===== config.mk =====
export PLATFORM = sky130hd
export DESIGN_NAME = load_store_unit
export DESIGN_NICKNAME = d
export VERILOG_FILES = /design/src/rtl/load_store_unit.sv
export SDC_FILE = /design/constraint.sdc
export NUM_CORES = 1
export LEC_CHECK = 0
export CORE_ASPECT_RATIO = 0.9
export CORE_UTILIZATION = 40
export CTS_BUF_LIST = sky130_fd_sc_hd__clkbuf_4 sky130_fd_sc_hd__clkbuf_8
export DETAILED_ROUTE_END_ITERATION = 12
export PLACE_DENSITY = 0.69
export SKIP_CTS_REPAIR_TIMING = 1
export SLEW_MARGIN = 20
export SYNTH_ARGS = -nofsm -noshare
export SYNTH_HDL_FRONTEND = slang
export SYNTH_SLANG_ARGS = --single-unit
export TNS_END_PERCENT = 100

===== constraint.sdc =====
create_clock -name clk -period 4.9 [get_ports clk]
set_clock_uncertainty 0.05 [all_clocks]
set_input_delay 0.49 -clock clk [delete_from_list [all_inputs] [get_ports clk]]
set_output_delay 0.49 -clock clk [all_outputs]
set_load 0.005 [all_outputs]

===== src/rtl/load_store_unit.sv =====
// load_store_unit: RV64 byte/half/word/double loads and stores onto a 64-bit word memory.
// Define LSU_PERF_CNT_EN to add the saturating ld_cnt / st_cnt / err_cnt outputs.
module load_store_unit #(
  parameter int SD_DIRECT = 1,
  parameter int CNT_W     = 32
) (
  input  logic             clk,
  input  logic             reset,
  input  logic             req_valid,
  output logic             req_ready,
  input  logic             req_write,
  input  logic [2:0]       req_funct3,
  input  logic [63:0]      req_addr,
  input  logic [63:0]      req_wdata,
  output logic             resp_valid,
  output logic [63:0]      resp_rdata,
  output logic             resp_err,
  output logic             mem_read,
  output logic             mem_write,
  output logic [63:0]      mem_addr,
  output logic [63:0]      mem_wdata,
  input  logic [63:0]      mem_rdata
`ifdef LSU_PERF_CNT_EN
  ,
  output logic [CNT_W-1:0] ld_cnt,
  output logic [CNT_W-1:0] st_cnt,
  output logic [CNT_W-1:0] err_cnt
`endif
);

  typedef enum logic [2:0] {
    S_IDLE,
    S_LOAD,
    S_ST_RD,
    S_ST_WR,
    S_DONE
  } state_t;

  state_t      state;
  logic        resp_valid_q;
  logic        resp_err_q;
  logic [63:0] resp_rdata_q;
  logic        mem_read_q;
  logic        mem_write_q;
  logic [63:0] mem_addr_q;
  logic [63:0] mem_wdata_q;

  logic [2:0]  lane_p0;
  logic [2:0]  f3_p0;
  logic [63:0] wdata_p0;

  logic        accept;
  logic        acc_err;
  logic        acc_sd_direct;

  function automatic logic [2:0] align_mask(input logic [1:0] sz);
    case (sz)
      2'd0:    return 3'b000;
      2'd1:    return 3'b001;
      2'd2:    return 3'b011;
      default: return 3'b111;
    endcase
  endfunction

  function automatic logic [7:0] byte_mask(input logic [1:0] sz);
    case (sz)
      2'd0:    return 8'h01;
      2'd1:    return 8'h03;
      2'd2:    return 8'h0F;
      default: return 8'hFF;
    endcase
  endfunction

  // Shift the addressed lane down to bit 0, then sign- or zero-extend by funct3.
  function automatic logic [63:0] load_extend(input logic [63:0] dword,
                                              input logic [2:0]  lane,
                                              input logic [2:0]  f3);
    logic        [63:0] sh;
    logic signed [7:0]  b_s;
    logic signed [15:0] h_s;
    logic signed [31:0] w_s;
    logic signed [63:0] r_s;
    sh  = dword >> {lane, 3'b000};
    b_s = $signed(sh[7:0]);
    h_s = $signed(sh[15:0]);
    w_s = $signed(sh[31:0]);
    case (f3)
      3'b000:  r_s = 64'(b_s);
      3'b001:  r_s = 64'(h_s);
      3'b010:  r_s = 64'(w_s);
      3'b100:  r_s = $signed({56'd0, sh[7:0]});
      3'b101:  r_s = $signed({48'd0, sh[15:0]});
      3'b110:  r_s = $signed({32'd0, sh[31:0]});
      default: r_s = $signed(sh);
    endcase
    return $unsigned(r_s);
  endfunction

  function automatic logic [63:0] store_merge(input logic [63:0] old_dw,
                                              input logic [63:0] wd,
                                              input logic [2:0]  lane,
                                              input logic [1:0]  sz);
    logic [7:0]  mask;
    logic [63:0] sh;
    logic [63:0] r;
    mask = byte_mask(sz) << lane;
    sh   = wd << {lane, 3'b000};
    for (int i = 0; i < 8; i++) begin
      r[8*i +: 8] = mask[i] ? sh[8*i +: 8] : old_dw[8*i +: 8];
    end
    return r;
  endfunction

  assign req_ready     = (state == S_IDLE) && !reset;
  assign accept        = req_valid && req_ready;
  assign acc_err       = ((req_addr[2:0] & align_mask(req_funct3[1:0])) != 3'd0)
                      || (req_write && req_funct3[2])
                      || (!req_write && (req_funct3 == 3'b111));
  assign acc_sd_direct = (SD_DIRECT != 0) && (req_funct3 == 3'b011);

  assign resp_valid = resp_valid_q;
  assign resp_err   = resp_err_q;
  assign resp_rdata = resp_rdata_q;
  assign mem_read   = mem_read_q;
  // Combinational gate so a reset arriving in the write cycle blocks the write.
  assign mem_write  = mem_write_q && !reset;
  assign mem_addr   = mem_addr_q;
  assign mem_wdata  = mem_wdata_q;

  // Stage p0: request fields captured on accept.
  always_ff @(posedge clk) begin
    if (accept) begin
      lane_p0  <= req_addr[2:0];
      f3_p0    <= req_funct3;
      wdata_p0 <= req_wdata;
    end
  end

  always_ff @(posedge clk) begin
    if (reset) begin
      state        <= S_IDLE;
      resp_valid_q <= 1'b0;
      resp_err_q   <= 1'b0;
      resp_rdata_q <= 64'd0;
      mem_read_q   <= 1'b0;
      mem_write_q  <= 1'b0;
      mem_addr_q   <= 64'd0;
      mem_wdata_q  <= 64'd0;
    end else begin
      resp_valid_q <= 1'b0;
      resp_err_q   <= 1'b0;
      case (state)
        S_IDLE: begin
          if (accept) begin
            if (acc_err) begin
              state        <= S_DONE;
              resp_valid_q <= 1'b1;
              resp_err_q   <= 1'b1;
            end else if (!req_write) begin
              state      <= S_LOAD;
              mem_read_q <= 1'b1;
              mem_addr_q <= {req_addr[63:3], 3'b000};
            end else if (acc_sd_direct) begin
              state       <= S_ST_WR;
              mem_write_q <= 1'b1;
              mem_addr_q  <= {req_addr[63:3], 3'b000};
              mem_wdata_q <= req_wdata;
            end else begin
              state      <= S_ST_RD;
              mem_read_q <= 1'b1;
              mem_addr_q <= {req_addr[63:3], 3'b000};
            end
          end
        end
        S_LOAD: begin
          resp_rdata_q <= load_extend(mem_rdata, lane_p0, f3_p0);
          mem_read_q   <= 1'b0;
          mem_addr_q   <= 64'd0;
          resp_valid_q <= 1'b1;
          state        <= S_DONE;
        end
        S_ST_RD: begin
          mem_wdata_q <= store_merge(mem_rdata, wdata_p0, lane_p0, f3_p0[1:0]);
          mem_read_q  <= 1'b0;
          mem_write_q <= 1'b1;
          state       <= S_ST_WR;
        end
        S_ST_WR: begin
          mem_write_q  <= 1'b0;
          mem_addr_q   <= 64'd0;
          mem_wdata_q  <= 64'd0;
          resp_valid_q <= 1'b1;
          state        <= S_DONE;
        end
        default: begin
          state <= S_IDLE;
        end
      endcase
    end
  end

`ifdef LSU_PERF_CNT_EN
  logic write_p0;

  function automatic logic [CNT_W-1:0] sat_inc(input logic [CNT_W-1:0] c);
    return (&c) ? c : c + CNT_W'(1);
  endfunction

  always_ff @(posedge clk) begin
    if (accept) begin
      write_p0 <= req_write;
    end
  end

  // Stage done: classify the finished request exactly once.
  always_ff @(posedge clk) begin
    if (reset) begin
      ld_cnt  <= '0;
      st_cnt  <= '0;
      err_cnt <= '0;
    end else if (state == S_DONE) begin
      if (resp_err_q) begin
        err_cnt <= sat_inc(err_cnt);
      end else if (write_p0) begin
        st_cnt <= sat_inc(st_cnt);
      end else begin
        ld_cnt <= sat_inc(ld_cnt);
      end
    end
  end
`endif

endmodule


==> summary.txt, run 1 <==
Route
  – Post-route DRC violation count: 0
  – Detail Route Antenna Nets: 0
  – Vias post-DR: about 13000
  – WL per Instance: ~24 µm
  – DR iter-0 viols: about 1500
  – Drt first pass iters: 5
  – Vias per cell: just under 6
  – Post-Route WL: between 50000 and 60000 µm

Placement
  – RePlAce Congestion: about 0.94
  – Dpl hpwl: slightly below 40000 µm
  – PortBufs: between 300 and 400

Worst setup path
  – Critical Path Fanout Max: 26
  – R2R Setup Slk: between 1.5 and 2 ns
  – WS Path Type: flip-flop to flip-flop
  – Crit path DAT: 3.74 ns
  – WP data required: 5.28 ns
  – Startpoint type of the worst setup path: flip-flop
  – CP endpoint kind: flip-flop

Die
  – Die Footprint: between 30000 and 40000 µm²
  – Boundary Pins: approximately 400
  – Core box area: ~33000 µm²
  – Die height: around 180 µm
  – Die X: slightly below 200 µm
  – Row Count: 63
  – Initial Utilization: 0.409

Synthesis
  – Mean post-synth cell area: 9.39 µm²
  – Distinct cell type count of the synthesized netlist: between 50 and 60
  – EDFF count, synth: 70
  – Synth Cell Area: around 14000 µm²
  – Syn. warnings: 0
  – Register area share after synthesis: 0.444
  – Main synth FF type: dfxtp_1
  – Post-synthesis register bit count: 266
  – Synth async-reset ratio: 0
  – Mapped Cells: approximately 1400

STA
  – Hold Vio Cnt, Final: 0
  – Smallest hold slack: 0.400 ns
  – Worst Tran Pin Value: about 1.1 ns
  – Setup_tns: 0 ns
  – Slew margin rel.: 0.296
  – Max-slew violations: 0
  – Fmax: about 300 MHz
  – Final setup viols: 0
  – Tcrit/Tclk final: 0.684
  – Period minus WS final: around 3.4 ns
  – Unrepaired setup endpoints after global routing: no

Pwr
  – Pwr Density: roughly 300 nW/µm²
  – Leakage: 0.00640 µW
  – Switching pwr: between 1500 and 2000 µW
  – Peak VDD IR: between 0.2 and 0.3 mV
  – Pint: ~4100 µW
  – Comb power frac: 0.172
  – Switching share of power: 0.271
  – Clock power frac: 0.392
  – Seq pwr share: 0.436

CTS
  – Worst-path clk slew: around 0.07 ns
  – Number of buffers created by CTS: 46
  – CTS tree: done
  – # H-tree levels: 2
  – Root Driver: clkbuf_8
  – Deepest clock path buffer count: 3
  – Clk_lat worst skew: approximately 0.60 ns
  – Clock Sinks: around 270

GRT
  – Gr usage total: 0.300
  – Initial antenna violation count: 3
  – Vias in the first global route: around 13000
  – Largest net degree at the start of global routing: 90
  – Total global routing overflow: 0
  – Global-route wire length before repair: a little under 80000 µm

Finish
  – Register Area: ~6000 µm²
  – Commonest non-fill, non-tap cell in the layout: clkdlybuf4s50_1
  – Area Growth Syn to Fin: 38.0%
  – Layout cells sized above 1: 0.138
  – Commonest cells after routing, fill and taps aside: clkdlybuf4s50_1, nand2_1, dfxtp_1, nor2_1, mux2i_1
  – Multi-input gate area: approximately 7000 µm²
  – Fill count: slightly below 3000
  – Final Util: 0.564
  – Layout Nets: a little under 2000

Outcome
  – Outcome: completed

Job
  – Max Cap Violations: 0

Hold path
  – Min-Delay Path Class: primary input to flip-flop
-- path summary, 6_finish.rpt --
check	startpoint	endpoint	cells past startpoint
hold reg to reg	mem_addr[51]$_SDFFE_PP0P_	mem_addr[51]$_SDFFE_PP0P_	2
setup / recovery	lane_p0[0]$_DFFE_PN_	mem_wdata[31]$_SDFFE_PP0P_	6
setup reg to reg	lane_p0[0]$_DFFE_PN_	mem_wdata[31]$_SDFFE_PP0P_	6
hold / removal	req_addr[39]	mem_addr[39]$_SDFFE_PP0P_	3
-- power groups by stage --
stage	Sequential (µW)	Clock, µW	Combinational (µW)
floorplan	2450	0	466
global placement	2480	0	936
detailed placement	2480	0	942
CTS	2430	2230	947
global route	2440	2330	1020
finish	2430	2190	960
-- critical path: stages (launching register included) --
cell	delay (ns)
edfxtp_1	1.00
buf_4	0.46
o21ai_0	0.15
a21oi_2	0.73
mux2_2	0.43
a221oi_1	0.28
nor3_1	0.08
-- synthesized netlist by cell type (3+ instances only) --
cell,n,share of area
edfxtp_1,70,0.15
a21oi_1,81,0.030
or3_1,4,0.0018
nor3_1,41,0.015
buf_4,11,0.0061
a211oi_2,40,0.037
o21a_1,7,0.0039
buf_1,7,0.0019
o211ai_1,30,0.017
a311oi_1,23,0.015
o22ai_1,43,0.020
and2_1,14,0.0065
nand3_1,13,0.0048
inv_1,10,0.0028
nand2_1,214,0.059
o21ai_0,29,0.011
o2bb2ai_1,12,0.0077
nand2b_1,24,0.011
mux4_2,10,0.017
a22oi_1,3,0.0017
buf_2,28,0.010
a31oi_1,8,0.0037
nor2b_1,18,0.0083
a221oi_1,33,0.021
buf_6,4,0.0033
clkbuf_1,83,0.023
a211oi_1,44,0.024
mux2i_1,104,0.077
dfxtp_1,196,0.29
nor2_1,137,0.038
mux2_2,75,0.062
-- layer usage --
metal / part of all wire / vias up / wire length, µm / GRT usage
li1: - / 5963 / - / -
met1: 0.40 / 6288 / 21200 / 0.383
met2: 0.45 / 778 / 24200 / 0.474
met3: 0.11 / 148 / 5870 / 0.0850
met4: 0.043 / 0 / 2290 / 0.130
met5: 0 / - / 0 / 0
-- flip-flops by register name, summed over array words and instances, names as in the netlist --
| register | flops |
|---|---|
| f3_p0 | 3 |
| lane_p0 | 3 |
| mem_addr | 61 |
| mem_read | 1 |
| mem_wdata | 64 |
| mem_write_q | 1 |
| resp_err | 1 |
| resp_rdata | 64 |
| resp_valid | 1 |
| state | 3 |
| wdata_p0 | 64 |
-- area by class of cell --
class | count | area share
clock inverter | 10 | 0.00461
inverter | 11 | 0.00220
tap | 455 | 0.0304
sequential | 266 | 0.322
clock buffer | 75 | 0.0491
antenna | 1 | 0.000134
multi-input combinational | 1037 | 0.372
timing repair buffer | 415 | 0.220
-- logic make-up (layout without fill, tap and decap cells) --
kind of cell	Yosys count	in the layout	share of synthesized area
and+or+nand+nor	478	478	0.152
AOI/OAI and AO/OA	365	365	0.199
DFF	266	266	0.444
muxes	190	190	0.156
buffers and inverters	144	511	0.0477
other	1	4	0.000276
xor gates and xnor gates	1	1	0.000645
-- metrics by stage --
stage	std cells	setup slack (ns)	area, µm²	power, µW
floorplan	1447	0.448	13600	2920
global placement	2184	1.36	17700	3410
detailed placement	2184	1.44	17700	3420
CTS	2269	1.62	18700	5610
global route	2269	1.42	18700	5790
finish	2270	1.55	18700	5580
(Power assumes the default switching activity.)
==> run 2: changes to the inputs <==
PLACE_DENSITY = 0.72   (was 0.69)
clock period = 2.84 ns   (was 4.9 ns; I/O delays follow)
==> summary.txt, run 2 (synthesis gave the netlist of run 1 again) <==
Pwr
  – Switching pwr: 2640 µW (was 1520 µW)
  – Switching share of power: 0.274 (was 0.271)
  – Pint: 7000 µW (was 4070 µW)
  – Comb power frac: 0.179 (was 0.172)
  – Leakage: 0.00659 µW (was 0.00640 µW)
  – Seq pwr share: 0.434 (was 0.436)
  – Clock power frac: 0.387 (was 0.392)
  – Peak VDD IR: 0.389 mV (was 0.264 mV)
  – Pwr Density: 505 nW/µm² (was 298 nW/µm²)

Worst setup path
  – Startpoint type of the worst setup path: flip-flop (unchanged)
  – Kind of cell adding the most delay to the critical path: simple AND/OR/NAND/NOR gates (was compound AO/OA/AOI/OAI gates)
  – WS Path Type: flip-flop to flip-flop (unchanged)
  – Crit path DAT: 2.96 ns (was 3.74 ns)
  – Reg2Reg Launch Point: lane_p0[2]$_DFFE_PN_ (was lane_p0[0]$_DFFE_PN_)
  – Max stage delay on crit path: 0.56 ns (was 1.00 ns)
  – Critical Path Fanout Max: 24 (was 26)
  – Worst path cell trace: buf_4 > nor2b_1 > a2bb2o_1 > or4_1 > o311a_2 > buf_12 > a211oi_2 (was buf_4 > o21ai_0 > a21oi_2 > mux2_2 > a221oi_1 > nor3_1)
  – Buf/Inv on CP: 2 (was 1)
  – CP endpoint kind: flip-flop (unchanged)
  – WP data required: 3.27 ns (was 5.28 ns)
  – Slowest-stage cell, CP: or4_1 (was edfxtp_1)
  – CP Launch Point: lane_p0[2]$_DFFE_PN_ (was lane_p0[0]$_DFFE_PN_)

CTS
  – CTS tree: done (unchanged)
  – Worst-path clk slew: 0.06 ns (was 0.07 ns)
  – Deepest clock path buffer count: 3 (unchanged)
  – Clock Sinks: 266 (unchanged)
  – Clk_lat worst skew: 0.59 ns (was 0.60 ns)
  – # H-tree levels: 2 (unchanged)
  – Number of buffers created by CTS: 46 (unchanged)
  – Root Driver: clkbuf_8 (unchanged)

Finish
  – Commonest cells after routing, fill and taps aside: clkdlybuf4s50_1, nand2_1, dfxtp_1, nor2_1, mux2i_1 (unchanged)
  – Final instance area: 19100 µm² (was 18700 µm²)
  – Area Growth Syn to Fin: 40.7% (was 38.0%)
  – Register Area: 6030 µm² (unchanged)
  – Layout Nets: 2016 (was 1976)
  – Layout cells sized above 1: 0.152 (was 0.138)
  – Multi-input gate area: 6940 µm² (was 6970 µm²)
  – Fill count: 2915 (was 2929)
  – Commonest non-fill, non-tap cell in the layout: clkdlybuf4s50_1 (unchanged)

STA
  – Period minus WS final: 2.53 ns (was 3.35 ns)
  – Slew margin rel.: 0.331 (was 0.296)
  – Setup_tns: 0 ns (unchanged)
  – Unrepaired setup endpoints after global routing: no (unchanged)
  – Max-slew violations: 0 (unchanged)
  – Tcrit/Tclk final: 0.893 (was 0.684)
  – Fmax: 395 MHz (was 298 MHz)
  – Smallest hold slack: 0.213 ns (was 0.400 ns)
  – Hold Vio Cnt, Final: 0 (unchanged)
  – Final setup viols: 0 (unchanged)
  – Worst Tran Pin Value: 0.996 ns (was 1.06 ns)

Die
  – Boundary Pins: 396 (unchanged)
  – Die height: 177 µm (unchanged)
  – Die Footprint: 34700 µm² (unchanged)
  – Row Count: 63 (unchanged)
  – Core box area: 33200 µm² (unchanged)
  – Initial Utilization: 0.409 (unchanged)
  – Die X: 196 µm (unchanged)

GRT
  – Global-route wire length before repair: 79600 µm (was 78500 µm)
  – Total global routing overflow: 0 (unchanged)
  – Vias in the first global route: 13100 (was 12700)
  – Gr usage total: 0.304 (was 0.300)
  – Initial antenna violation count: 4 (was 3)
  – Largest net degree at the start of global routing: 129 (was 90)

Outcome
  – Outcome: completed (unchanged)

Route
  – Vias post-DR: 13400 (was 13200)
  – Drt first pass iters: 6 (was 5)
  – Post-route DRC violation count: 0 (unchanged)
  – DR iter-0 viols: 1320 (was 1482)
  – Detail Route Antenna Nets: 0 (unchanged)
  – Post-Route WL: 54500 µm (was 53500 µm)
  – WL per Instance: 23.6 µm (about the same)
  – Vias per cell: 5.80 (about the same)

Hold path
  – Worst Hold Launch: req_addr[9] (was req_addr[39])
  – Min-Delay Path Class: primary input to flip-flop (unchanged)

Placement
  – Placed cell area: 18100 µm² (was 17700 µm²)
  – Dpl hpwl: 39900 µm (was 38600 µm)
  – RePlAce Congestion: 0.969 (was 0.939)
  – PortBufs: 392 (unchanged)

Job
  – Max Cap Violations: 0 (unchanged)
==> run 2: final timing paths <==
path	end	slack [ns]	cells past startpoint
worst max-delay path	resp_rdata[52]$_SDFFE_PP0P_	0.31	7
worst max register to register	resp_rdata[52]$_SDFFE_PP0P_	0.31	7
worst min register to register	mem_addr[26]$_SDFFE_PP0P_	0.41	2
worst min-delay path	mem_addr[9]$_SDFFE_PP0P_	0.21	3
==> run 2: power by group through the flow <==
stage | Combinational [µW] | Clock, µW | Sequential, µW
final | 1730 | 3730 | 4180
after global placement | 1680 | 0 | 4250
after CTS | 1710 | 3800 | 4180
after detailed placement | 1700 | 0 | 4260
after global routing | 1820 | 3970 | 4200
after floorplan | 804 | 0 | 4230
==> run 2: area by class of cell <==
| cell class | instances | area share |
|---|---|---|
| Clock inverter | 17 | 0.00701 |
| Antenna cell | 3 | 0.000393 |
| Inverter | 11 | 0.00216 |
| Multi-Input combinational cell | 1037 | 0.364 |
| Timing Repair Buffer | 455 | 0.237 |
| Tap cell | 455 | 0.0298 |
| Sequential cell | 266 | 0.316 |
| Clock buffer | 66 | 0.0440 |
==> run 2: worst min-delay path: stages <==
cell and delay [ns]:
clkdlybuf4s50_1 0.39, nand2_1 0.06, a21oi_1 0.05
==> run 2: per-stage QoR <==
step | std cells | util | setup slack (ns) | power, µW
5_1_grt | 2309 | 0.575 | 0.167 | 9990
2_1_floorplan | 1447 | - | 0.0694 | 5030
3_5_place_dp | 2223 | 0.545 | 0.145 | 5950
6_report | 2310 | 0.575 | 0.305 | 9640
4_1_cts | 2306 | 0.575 | 0.336 | 9690
3_3_place_gp | 2223 | 0.545 | 0.198 | 5940
==> run 2: metal layers <==
metal | vias up | routed length (µm) | share of wire | global-route usage
met5 | - | 0 | 0 | 0
met4 | 0 | 1980 | 0.036 | 0.122
met3 | 136 | 5780 | 0.11 | 0.0865
met2 | 762 | 25800 | 0.47 | 0.504
met1 | 6460 | 21000 | 0.38 | 0.372
li1 | 6040 | - | - | -
==> patch 1, RTL diff (config.mk and constraints of run 2) <==
Build with the macro `LSU_PERF_CNT_EN` defined.
--- a/src/rtl/load_store_unit.sv
+++ b/src/rtl/load_store_unit.sv
@@ -1,5 +1,7 @@
 // load_store_unit: RV64 byte/half/word/double loads and stores onto a 64-bit word memory.
 // Define LSU_PERF_CNT_EN to add the saturating ld_cnt / st_cnt / err_cnt outputs.
+`define LSU_PERF_CNT_EN
+
 module load_store_unit #(
   parameter int SD_DIRECT = 1,
   parameter int CNT_W     = 32
Function (old outputs only; new: err_cnt, ld_cnt and st_cnt): kept (equiv_simple and equiv_induct, registers matched by name and starting in step).
==> patch 1 against run 2 <==
- utilization down 1.5 points
- routed wire length rose by 45%
- highest routed layer is now met5
- area after synthesis increased by 40%
- largest cell class unchanged
- first-iteration DRC count is 66% higher
- via count grew 46%
- critical path type is now reg2out
- sequential cell count rose by 97
- register-to-register slack worse by 0.07 ns
- setup slack got worse by 0.12 ns
- cell area increased by 37%
- die area increased by 40%
- final cell count is 39% higher
- total power is 33% higher
==> patch 1: results (changes against run 2) <==
| Metric | Value |
|---|---|
| Status | completed (unchanged) |
| Post-synthesis xor/xnor area fraction | 0.322% (was 0.0645%) |
| Number of diodes | 5 (was 3) |
| Met3 usage | 10.7% (was 8.65%) |
| Multiplexer share of the synthesized area | 14.1% (was 15.6%) |
| Buffers outside the clock class | 578 (was 455) |
| Cell area after placement | 24800 µm² (was 18100 µm²) |
| Vias after detailed routing | 19.5k (was 13.4k) |
| Placement Setup Slack | 0.182 ns (was 0.145 ns) |
| Placed Cells | 3100 (was 2223) |
| Initial antenna violation count | 7 (was 4) |
| Register Area | 7980 µm² (was 6030 µm²) |
| Layout cells sized above 1 | 13.3% (was 15.2%) |
| Worst setup startpoint | state[0] (was lane_p0[2]) |
| CP arrival | 2.32 ns (was 2.96 ns) |
| GR Util met2 | 47.4% (was 50.4%) |
| Min-delay src | req_addr[61] (was req_addr[9]) |
| CP Max Fanout | 13 (was 24) |
| Signal buf overhead | 21.9% (was 23.7%) |
| Clock-cell share | 5.20% (was 5.10%) |
| Largest net degree at the start of global routing | 144 (was 129) |
| Top cells by area, synth | dfxtp_1 31%, edfxtp_1 11%, mux2i_1 5.7% (was dfxtp_1 29%, edfxtp_1 15%, mux2i_1 7.7%) |
| Final std cells w/o fill | 3218 (was 2310) |
| Inverters | 21 (was 11) |
| Drt total wl | 79.3 mm (was 54.5 mm) |
| Slew @ Worst Pin | 1.01 ns (was 0.996 ns) |
| CTS Buf Count | 60 (was 46) |
| Post-synthesis adder-cell area fraction | 0.197% (was 0%) |
| Post-synth EDFFs | 71 (was 70) |
| Fin nets | 2749 (was 2016) |
| Total global-route track usage | 31.7% (was 30.4%) |
| Post-Syn Area per Cell | 9.13 µm² (was 9.39 µm²) |
| Reg2Reg Capture Point | resp_rdata[48] (was resp_rdata[52]) |
| Top cell type's share of synthesized area | 30.7% (was 28.9%) |
| Crit-path max cell delay | 0.63 ns (was 0.56 ns) |
| Setup crit end | req_ready (was resp_rdata[52]) |
-- patch 1: cell count changes after synthesis, sizes merged, moves of 24 or more --
| cell | before | now |
|---|---|---|
| clkbuf | 83 | 112 |
| a211oi | 84 | 117 |
| or4 | 2 | 49 |
| nand4 | 0 | 27 |
| nor2 | 137 | 181 |
| a21oi | 83 | 153 |
| dfxtp | 196 | 292 |
| nand3 | 13 | 58 |
| o22ai | 43 | 16 |
| o31ai | 0 | 49 |
| or3 | 4 | 28 |
| o21ai | 29 | 88 |
| nand2 | 214 | 242 |
-- patch 1: power groups by stage --
stage	logic (mW)	registers [mW]	clock network (mW)
after floorplan	0.884	5.65	0
after global placement	1.89	5.71	0
after detailed placement	1.91	5.71	0
after CTS	1.92	5.60	5.28
after global routing	2.06	5.62	5.53
final	1.97	5.61	5.20
-- patch 1: routing by layer --
layer,vias to the layer above,part of all wire [%]
li1,8785,-
met1,9386,40
met2,1151,44
met3,174,12
met4,6,3.7
met5,-,0.096
==> patch 2, RTL diff (flow settings as in run 2) <==
Without the edit above. Re-encode `state_t` (5 states) as Gray code, 3 bits wide.
--- a/src/rtl/load_store_unit.sv
+++ b/src/rtl/load_store_unit.sv
@@ -29,11 +29,11 @@
 );
 
   typedef enum logic [2:0] {
-    S_IDLE,
-    S_LOAD,
-    S_ST_RD,
-    S_ST_WR,
-    S_DONE
+    S_IDLE  = 3'b000,
+    S_LOAD  = 3'b001,
+    S_ST_RD = 3'b011,
+    S_ST_WR = 3'b010,
+    S_DONE  = 3'b110
   } state_t;
 
   state_t      state;
Check against the original RTL: same outputs for any inputs over 4 cycles, from zero or initial values and one cycle with reset high; so few cycles prove little.
==> patch 2 against run 2 <==
- area after synthesis up 1.2%
- routed wire length is 3.3% higher
- critical path depth stayed put
- total power is 5.0% higher
- utilization grew 0.55 points
- sequential power up 2%
- sequential cell count did not move
- cell area up 1.4%
- setup slack worse by 0.15 ns
- synthesized cell count is 3.1% lower
- largest power group unchanged
==> patch 2: results (changes against run 2) <==
| Metric | Value |
|---|---|
| Detailed placement HPWL | 41.9 mm (was 39.9 mm) |
| Status | completed (unchanged) |
| Reg2Reg Capture Point | resp_rdata[44] (was resp_rdata[52]) |
| Slowest CP cell | edfxtp_1 (was or4_1) |
| Sequential area share after synthesis | 43.9% (was 44.4%) |
| Hold path endpoint | mem_addr[3] (was mem_addr[9]) |
| Average wire per standard cell | 24.8 µm (was 23.6 µm) |
| Fin nets | 1979 (was 2016) |
| Initial antenna violation count | 1 (was 4) |
| VDD IR max | 0.000385 V (was 0.000389 V) |
| Leakage | 6.76 nW (was 6.59 nW) |
| Hold slack final | 0.209 ns (was 0.213 ns) |
| Crit-path max cell delay | 0.69 ns (was 0.56 ns) |
| Total iterations of the first detailed-routing run | 7 (was 6) |
| Fillers | 2840 (was 2915) |
| CP Max Fanout | 32 (was 24) |
| Layout cells sized above 1 | 15.6% (was 15.2%) |
| Number of diodes | 0 (was 3) |
| CP arrival | 3.14 ns (was 2.96 ns) |
| Worst reg2reg setup slack | 0.15 ns (was 0.31 ns) |
| Min-delay src | reset (was req_addr[9]) |
| Slew @ Worst Pin | 1.09 ns (was 0.996 ns) |
| Avg Vias per Cell | 5.92 (was 5.80) |
| Worst-skew pair later-pin latency | 0.61 ns (was 0.59 ns) |
| GP Congestion | 0.963 (was 0.969) |
-- patch 2: cell types whose count changed in the layout (fill, tap and decap cells not counted), moves of 28 or more --
cell and delta:
a211oi_1 +33, a21oi_1 -60, a22oi_1 +68, mux2_2 -35, nand2_1 -151, nor2_1 +82
o21ai_0 +44, o22ai_1 -28
-- patch 2: worst max path at each step --
stage / startpoint / end / slack [ns] / depth (start not counted)
finish: lane_p0[1] / resp_rdata[44] / 0.15 / 7
global route: lane_p0[1] / resp_rdata[44] / 0.02 / 7
CTS: lane_p0[0] / mem_wdata[50] / 0.20 / 7
detailed placement: req_funct3[1] / mem_addr[34] / -0.04 / 8
global placement: req_funct3[2] / mem_addr[41] / 0.04 / 8
floorplan: state[0] / mem_addr[13] / -0.03 / 8
-- patch 2: cell families (layout without fill, tap and decap cells) --
kind of cell,Yosys count,in the layout,synth area share [%]
AND/OR/NAND/NOR,409,409,13.4
AO/OA/AOI/OAI,389,389,21.3
flip-flops,266,266,43.9
multiplexers,178,178,16.2
buffers and inverters,156,571,5.14
other,1,3,0.0273
XOR/XNOR,1,1,0.0638
-- patch 2: routing by layer --
metal,global-route usage (%),up-vias,part of all wire (%)
li1,-,6004,-
met1,40.9,6474,40
met2,48.7,857,44
met3,8.15,121,11
met4,13.3,0,4.2
met5,0,-,0
-- patch 2: stage by stage --
stage,worst slack (ns),cells
after global routing,0.0224,2272
after detailed placement,-0.0388,2184
after CTS,0.197,2269
final,0.155,2272
after floorplan,-0.0260,1402
after global placement,0.0426,2184
-- patch 2: layout make-up --
class	instances	area, µm²	share of cell area [%]
multi-input cells	980	7040	36.4
flip-flops and latches	266	6030	31.1
repair buffers	468	4630	23.9
clock buffers	67	828	4.28
well taps	455	569	2.94
clock inverters	18	200	1.03
inverters	18	71.3	0.368
-- patch 2: power groups by stage --
stage / combinational, mW / clock [mW] / sequential (mW)
after floorplan: 0.902 / 0 / 4.28
after global placement: 1.90 / 0 / 4.32
after detailed placement: 1.92 / 0 / 4.32
after CTS: 1.93 / 3.96 / 4.25
after global routing: 2.06 / 4.17 / 4.26
final: 1.96 / 3.92 / 4.25
-- patch 2: tightest hold or removal path, cell delays in order --
cell and delay, ns:
buf_6 0.10, buf_4 0.28, nor2_1 0.14
